===== src/rtl/sig_slicer_pkg.sv =====
// sig_slicer_pkg: shared widths and timing defaults for the slicer and the period stage
package sig_slicer_pkg;
    localparam int DW_DEF         = 12;
    localparam int WIN_LOG2_DEF   = 16;
    localparam int HYST_SHIFT_DEF = 3;
    localparam int DEGLITCH_DEF   = 4;
    localparam int MIN_AMP_DEF    = 32;

    function automatic int cnt_w(input int n);
        return (n < 2) ? 1 : $clog2(n);
    endfunction
endpackage


===== src/rtl/sig_slicer_if.sv =====
// sig_slicer_if: sample input and sliced-output bundle between downsampler, slicer and period stage
interface sig_slicer_if
    import sig_slicer_pkg::*;
#(
    parameter int DW = DW_DEF
);
    logic          din_valid;
    logic [DW-1:0] din;
    logic          sig_out;
    logic          rise_pulse;
    logic          amp_ok;
    logic [DW-1:0] th_hi;
    logic [DW-1:0] th_lo;

    modport master (
        output din_valid, din,
        input  sig_out, rise_pulse, amp_ok, th_hi, th_lo
    );

    modport slave (
        input  din_valid, din,
        output sig_out, rise_pulse, amp_ok, th_hi, th_lo
    );
endinterface


===== src/rtl/sig_slicer_minmax_window.sv =====
// sig_slicer_minmax_window: running min/max over 2^WIN_LOG2 valid samples, amp/mid on the closing sample
module sig_slicer_minmax_window
    import sig_slicer_pkg::*;
#(
    parameter int DW       = DW_DEF,
    parameter int WIN_LOG2 = WIN_LOG2_DEF
) (
    input  logic          clk,
    input  logic          rst,
    input  logic          din_valid,
    input  logic [DW-1:0] din,
    output logic          win_done,
    output logic [DW-1:0] amp,
    output logic [DW-1:0] mid
);
    logic [WIN_LOG2-1:0] cnt_q, cnt_d;
    logic [DW-1:0]       max_q, max_d, min_q, min_d, cur_max, cur_min;

    // the closing sample is folded into amp/mid combinationally so the window includes it
    always_comb begin
        cur_max  = (din > max_q) ? din : max_q;
        cur_min  = (din < min_q) ? din : min_q;
        win_done = din_valid && (cnt_q == '1);
        amp      = cur_max - cur_min;
        mid      = DW'(({1'b0, cur_max} + {1'b0, cur_min}) >> 1);
        cnt_d    = din_valid ? cnt_q + 1'b1 : cnt_q;
        max_d    = win_done ? '0 : din_valid ? cur_max : max_q;
        min_d    = win_done ? '1 : din_valid ? cur_min : min_q;
    end

    // window state registers
    always_ff @(posedge clk) begin
        if (rst) begin
            cnt_q <= '0;
            max_q <= '0;
            min_q <= '1;
        end else begin
            cnt_q <= cnt_d;
            max_q <= max_d;
            min_q <= min_d;
        end
    end
endmodule


===== src/rtl/sig_slicer.sv =====
// sig_slicer: adaptive-threshold hysteresis slicer with deglitch, ADC samples to 1-bit square wave
module sig_slicer
    import sig_slicer_pkg::*;
#(
    parameter int DW         = DW_DEF,
    parameter int WIN_LOG2   = WIN_LOG2_DEF,
    parameter int HYST_SHIFT = HYST_SHIFT_DEF,
    parameter int DEGLITCH   = DEGLITCH_DEF,
    parameter int MIN_AMP    = MIN_AMP_DEF
) (
    input  logic        clk,
    input  logic        rst,
    sig_slicer_if.slave bus
);
    localparam int CW = cnt_w(DEGLITCH);

    logic          win_done;
    logic [DW-1:0] amp, mid, h;
    logic          cand, toggle;
    logic          sig_q, sig_d, rise_q, rise_d, amp_ok_q, amp_ok_d;
    logic [DW-1:0] th_hi_q, th_hi_d, th_lo_q, th_lo_d;
    logic [CW-1:0] cnt_q, cnt_d;

    sig_slicer_minmax_window #(
        .DW       (DW),
        .WIN_LOG2 (WIN_LOG2)
    ) u_win (
        .clk       (clk),
        .rst       (rst),
        .din_valid (bus.din_valid),
        .din       (bus.din),
        .win_done  (win_done),
        .amp       (amp),
        .mid       (mid)
    );

    // the sample is judged against the old thresholds; a failing new amp_ok overrides any toggle
    always_comb begin
        h        = amp >> HYST_SHIFT;
        cand     = (bus.din >= th_hi_q) ? 1'b1 : (bus.din <= th_lo_q) ? 1'b0 : sig_q;
        amp_ok_d = win_done ? (amp >= DW'(MIN_AMP)) : amp_ok_q;
        th_hi_d  = win_done ? mid + h : th_hi_q;
        th_lo_d  = win_done ? mid - h : th_lo_q;
        toggle   = amp_ok_q && (cand != sig_q) && (cnt_q == CW'(DEGLITCH - 1));
        cnt_d    = !bus.din_valid ? cnt_q :
                   (!amp_ok_q || !amp_ok_d || cand == sig_q || toggle) ? '0 : cnt_q + 1'b1;
        sig_d    = !bus.din_valid ? sig_q :
                   (!amp_ok_q || !amp_ok_d) ? 1'b0 : toggle ? !sig_q : sig_q;
        rise_d   = sig_d && !sig_q;
    end

    // output and deglitch state registers
    always_ff @(posedge clk) begin
        if (rst) begin
            sig_q    <= 1'b0;
            rise_q   <= 1'b0;
            amp_ok_q <= 1'b0;
            th_hi_q  <= '0;
            th_lo_q  <= '0;
            cnt_q    <= '0;
        end else begin
            sig_q    <= sig_d;
            rise_q   <= rise_d;
            amp_ok_q <= amp_ok_d;
            th_hi_q  <= th_hi_d;
            th_lo_q  <= th_lo_d;
            cnt_q    <= cnt_d;
        end
    end

    assign bus.sig_out    = sig_q;
    assign bus.rise_pulse = rise_q;
    assign bus.amp_ok     = amp_ok_q;
    assign bus.th_hi      = th_hi_q;
    assign bus.th_lo      = th_lo_q;
endmodule


===== src/flat_wrapper.sv =====
// flat-port wrapper written by rule: the top's interface ports become plain ports
module sig_slicer_flat import sig_slicer_pkg::*;
#(
    parameter int DW         = DW_DEF,
    parameter int WIN_LOG2   = WIN_LOG2_DEF,
    parameter int HYST_SHIFT = HYST_SHIFT_DEF,
    parameter int DEGLITCH   = DEGLITCH_DEF,
    parameter int MIN_AMP    = MIN_AMP_DEF
)
  (clk, rst, bus_din_valid, bus_din, bus_sig_out, bus_rise_pulse, bus_amp_ok, bus_th_hi, bus_th_lo);
  sig_slicer_if #(.DW(DW)) bus_i ();
  input  logic clk;
  input  logic rst;
  input wire logic [$bits(bus_i.din_valid)-1:0] bus_din_valid;
  input wire logic [$bits(bus_i.din)-1:0] bus_din;
  output wire logic [$bits(bus_i.sig_out)-1:0] bus_sig_out;
  output wire logic [$bits(bus_i.rise_pulse)-1:0] bus_rise_pulse;
  output wire logic [$bits(bus_i.amp_ok)-1:0] bus_amp_ok;
  output wire logic [$bits(bus_i.th_hi)-1:0] bus_th_hi;
  output wire logic [$bits(bus_i.th_lo)-1:0] bus_th_lo;
  assign bus_i.din_valid = bus_din_valid;
  assign bus_i.din = bus_din;
  assign bus_sig_out = bus_i.sig_out;
  assign bus_rise_pulse = bus_i.rise_pulse;
  assign bus_amp_ok = bus_i.amp_ok;
  assign bus_th_hi = bus_i.th_hi;
  assign bus_th_lo = bus_i.th_lo;
  sig_slicer #(.DW(DW), .WIN_LOG2(WIN_LOG2), .HYST_SHIFT(HYST_SHIFT), .DEGLITCH(DEGLITCH), .MIN_AMP(MIN_AMP)) u_core (.clk(clk), .rst(rst), .bus(bus_i));
endmodule

===== config.mk =====
export PLATFORM = sky130hd
export DESIGN_NAME = sig_slicer_flat
export DESIGN_NICKNAME = d
export VERILOG_FILES = /design/src/rtl/sig_slicer_pkg.sv /design/src/rtl/sig_slicer_if.sv /design/src/rtl/sig_slicer_minmax_window.sv /design/src/rtl/sig_slicer.sv /design/src/flat_wrapper.sv
export SDC_FILE = /design/constraint.sdc
export NUM_CORES = 1
export LEC_CHECK = 0
export ABC_AREA = 1
export ABC_CLOCK_PERIOD_IN_PS = 8500
export CORE_MARGIN = 2
export CORE_UTILIZATION = 30
export DETAILED_ROUTE_END_ITERATION = 10
export PLACE_DENSITY_LB_ADDON = 0.3
export REMOVE_ABC_BUFFERS = 1
export SLEW_MARGIN = 15
export SYNTH_ARGS = -nofsm -noshare
export SYNTH_HDL_FRONTEND = slang
export SYNTH_HIERARCHICAL = 1
export SYNTH_SLANG_ARGS = --single-unit

===== constraint.sdc =====
create_clock -name clk -period 8.5 [get_ports clk]
set_input_delay 1.7 -clock clk [delete_from_list [all_inputs] [get_ports clk]]
set_output_delay 1.7 -clock clk [all_outputs]
set_load 0.005 [all_outputs]

== Yosys cells after proc, flatten, opt, wreduce, memory -nomap -nowiden ==
Index checks and enable logic that the tools add are counted.
W data, S select, Z words.
Storage, ports and cells
  word-level logic and storage cells: 44
  input port bits: 15
  output and inout port bits: 27
  flip-flop bits (word level): 69
Operators by class
  reduce and logical (&&, ||, !) cells: 11
  add/sub/neg operators: 6
  equality and inequality tests: 4
  mux-type cells: 9
  order comparisons: 5
Operators with widths (number)
  $mux W12: 2
  $add A16 B1 Y16 const B: 1
  $eq A16 B16 Y1 const B: 1
  $add A12 B12 Y13: 1
  $add A12 B9 Y12: 1
  $ge A12 B12 Y1: 1
  $ge A12 B6 Y1 const B: 1
  $gt A12 B12 Y1: 1
  $le A12 B12 Y1: 1
  $lt A12 B12 Y1: 1
  $sub A12 B12 Y12: 1
  $sub A12 B9 Y12: 1
  $mux W1: 6
  $logic_and A1 B1 Y1: 4
  $logic_not A1 Y1: 3
  $logic_or A1 B1 Y1: 3
  $add A2 B1 Y2 const B: 1
  $eq A2 B2 Y1 const B: 1
  $mux W2: 1
  $reduce_or A2 Y1: 1
  $eq A1 B1 Y1: 1
  $ne A1 B1 Y1: 1

== Longest topological paths before layout ==
  word-level depth: 10
  gate-level depth with buffers: 37

== Modules after synthesis ==
The synthesis kept the hierarchy.
Modules (own cells, without submodules)
  sig_slicer_minmax_window: sequential area each 800.8 um^2, cells an instance 571, area an instance 3708.6 um^2, times used 1
  sig_slicer: sequential area each 560.5 um^2, cells an instance 423, area an instance 2780.2 um^2, times used 1

== Worst setup path after synthesis ==
No wires, ideal clock.
  kind: in2reg
  from: input bus_din[9]
  to: register u_core.th_hi_q[11] (netlist: u_core/bus.th_hi[11])
  buffers on the path: 3
  cell stages on the path: 31
  setup time: 0.109 ns
  arrival: 6.050 ns
  slack: 2.341 ns
  cells stage by stage: ha_1 > a21oi_1 > o21ai_1 > nor2_4 > nand2_4 > buf_6 > buf_2 > o21ai_0 > inv_1 > ha_1 > o31ai_1 > a21oi_1 > o21bai_1 > nand3_1 > nand2_1 > nand2_1 > nand3_1 > xor2_1 > inv_1 > ha_1 > buf_2 > inv_2 > nand2_1 > nor2_1 > nand4_1 > nand3_1 > nand2_1 > nand2_1 > nand3_1 > nand2_1 > inv_1
On the way
  word-level cells in the longest chain between the ends: 4
  elaborated cells between the ends (all ways): 7
  those cells by class: add/sub: 3; order compare: 2; mux: 2
Ends and longest elaborated chain
  start, declared: line flat_wrapper.sv:15  | input wire logic [$bits(bus_i.din)-1:0] bus_din;
  $lt A12 B12 Y1: line sig_slicer_minmax_window.sv:22  | cur_min = (din < min_q) ? din : min_q;
  $mux W12: line sig_slicer_minmax_window.sv:22
  net u_core.u_win.cur_min[1]: line sig_slicer_minmax_window.sv:17  | logic [DW-1:0] max_q, max_d, min_q, min_d, cur_max, cur_min;
  $sub A12 B12 Y12: line sig_slicer_minmax_window.sv:24  | amp = cur_max - cur_min;
  net u_core.amp[11]: line sig_slicer.sv:18  | logic [DW-1:0] amp, mid, h;
  $add A12 B9 Y12: line sig_slicer.sv:42  | th_hi_d = win_done ? mid + h : th_hi_q;
  end signal, assigned: line sig_slicer.sv:65  | th_hi_q <= th_hi_d;
  end, declared: line sig_slicer.sv:21  | logic [DW-1:0] th_hi_q, th_hi_d, th_lo_q, th_lo_d;
The timed path passes the listed nets, and every way through them passes these cells.
A chain may end at the register's enable or synchronous reset.

== Worst setup path in the final report ==
  from: input bus_din[11]
  to: register u_core.th_hi_q[11] (netlist: u_core/bus.th_hi[11])
The elaborated chain is that of the path after synthesis.

==> out/qor.yml <==
worst_pin_slew_ps: 770
crit_start: "bus_din[11]"
hold_buffers: 0
worst-setup-path-type: "in -> reg"
antennaDiodeCount: 0
root_buffer: "clkbuf_16"
r2r-start: "u_core/u_win/min_q[9]"
p_seq_frac: 0.159
cts_buffers: 9
crit_path_end_kind: "flip-flop"
worst_ep_arrival_time_ps: 7430
cp_num_buf_inv: 5
dp.cells: 1284
wl_per_cell_um: 14.1
drv_cap: 0
switching_share: 0.519
cts.sinks: 68
clkLatencyLatePin_ps: 350
worst_path_largest_cell_delay_ps: 690
switching_power_w: 0.00110
cts-resized-gates: 0
power_density_nw_per_um2: 285
drtPass1Iterations: 5
slew_headroom: 0.481
dieArea_um2: 22800
p_leak_nw: 3.66
hp-start: "u_core/bus.sig_out"
grt-ovfl-total: 0
setup_viol: 0
grt_setup_unrepaired: "no"
status: "finished, final reports clean"
p_int_w: 0.00102
cts.clk_slew.worst_paths_ps: 60
gp_congestion: 0.908
max_freq_mhz: 139
grtUsageTotal: 0.171
die_x_um: 151
h-tree-depth: 3
cts_tree: "built"
post_cts_buffers: 0
grt_pass1_wl_mm: 30.2
start_util: 0.307
finalNetCount: 1126
die_y_um: 151
hold_class: "reg -> reg"
io_pins: 42
crit_path_max_fanout: 23
grt_pass1_vias: 5877
skew_ps: 7.08
drc: 0
hold_viol: 0
yosysWarnings: 6
drt_iter0_drc: 359
clkPwrFrac: 0.187
wl_mm: 18.3
maxSlewViolCount: 0
fin_crit_sh: 0.846
worstPathRequired_ps: 8740
core_um2: 21100
num_vias: 6192
antenna_found_initial: 0
grt_max_degree: 45
fin_tns_setup_ps: 0
syn_inst: 992
cp_slowest_cell: "clkdlybuf4s50_1"
viasPerCell: 4.76
dpl.hpwl_mm: 14.7
area_growth_pct: 14.6
period_minus_slack_ps: 7190
num_rows: 53
crit_top_cell: "nand2_1"
drive_above_1_share: 0.0673
clock_path_buffers: 2
ant_nets: 0
p_comb_frac: 0.655
fin_util: 0.352
portBuffers: 41
critical-path-top-delay-family: "compound AO/OA/AOI/OAI gates"
crit_path_start_kind: "primary input"
synth_area_um2: 6480
whs_ps: 444
syn_avg_cell_area_um2: 6.53
final_cells: 1300
ir_drop_v: 0.000178
[power by group through the flow]
stage	Clock (W)	Combinational [W]	Sequential, W
after floorplan	0	0.00103	0.000341
after global placement	0	0.00138	0.000342
after detailed placement	0	0.00137	0.000342
after CTS	0.000409	0.00138	0.000335
after global routing	0.000421	0.00155	0.000336
final	0.000395	0.00138	0.000335
[sequential cells by signal, indices dropped and copies added (netlist names)]
signal	cells
u_core/bus.amp_ok	1
u_core/bus.rise_pulse	1
u_core/u_win/cnt_q	16
u_core/bus.sig_out	1
u_core/bus.th_lo	12
u_core/u_win/min_q	12
u_core/cnt_q	2
u_core/u_win/max_q	12
u_core/bus.th_hi	11
[per-layer routing]
metal,vias to the layer above,GRT usage,share of wire
met5,-,0,0
met4,0,0.0435,0.012
met3,15,0.0328,0.039
met2,105,0.275,0.45
met1,2812,0.236,0.50
li1,3260,-,-
[path summary, 6_finish.rpt]
kind | depth (start not counted) | to | slack (ps)
setup / recovery | 29 | u_core/bus.th_hi[11] | 1310
hold / removal | 1 | u_core/bus.rise_pulse | 440
setup reg to reg | 29 | u_core/bus.th_hi[11] | 2990
hold reg to reg | 1 | u_core/bus.rise_pulse | 440
[worst reg2reg max path, delay by kind of cell (launching register included)]
family / cells / cell delay, ps
AO/OA/AOI/OAI: 6 / 1770
buffers and inverters: 5 / 440
flip-flops: 1 / 330
adder cells (fa/ha/maj): 3 / 1070
XOR/XNOR: 1 / 270
AND/OR/NAND/NOR: 14 / 1540
[stage by stage]
stage	setup WS (ps)	instance area [µm²]	total power [W]
4_1_cts	1420	7420	0.00212
2_1_floorplan	2520	6340	0.00137
3_3_place_gp	1250	7110	0.00172
6_report	1310	7420	0.00211
5_1_grt	764	7420	0.00231
3_5_place_dp	1050	7110	0.00171
[cells in the final DEF, fill, tap and decap left out, types with 2 or more instances in the layout]
master           instances
nor3_1                  11
dfxtp_1                 68
nor2_4                   2
clkinv_4                 2
a21oi_1                101
clkdlybuf4s50_1         41
inv_1                  189
o21bai_1                 3
o21ai_1                 15
nor4_1                   2
clkbuf_16                9
nand2_2                 13
a21o_1                   3
inv_6                    2
a31oi_1                  3
fa_1                     4
o211ai_1                 8
inv_2                   10
nand2_1                192
nor2_1                  60
xor2_1                  27
nand2_4                  2
o21ai_2                  4
o31ai_1                  4
o21a_1                   3
ha_1                    87
nor2_2                   2
o21ai_0                 52
a21oi_2                  7
nand4_1                 17
nor3_2                   5
nand3_1                 60
buf_4                    3
[layout make-up]
cell class / instances / area, µm²
clock buffer: 9 / 225
clock inverter: 7 / 83.8
fill: 2324 / 13700
inverter: 200 / 753
multi-input combinational: 697 / 4220
sequential: 68 / 1360
tap: 275 / 344
timing repair buffer: 44 / 433
(Power assumes the default switching activity.)
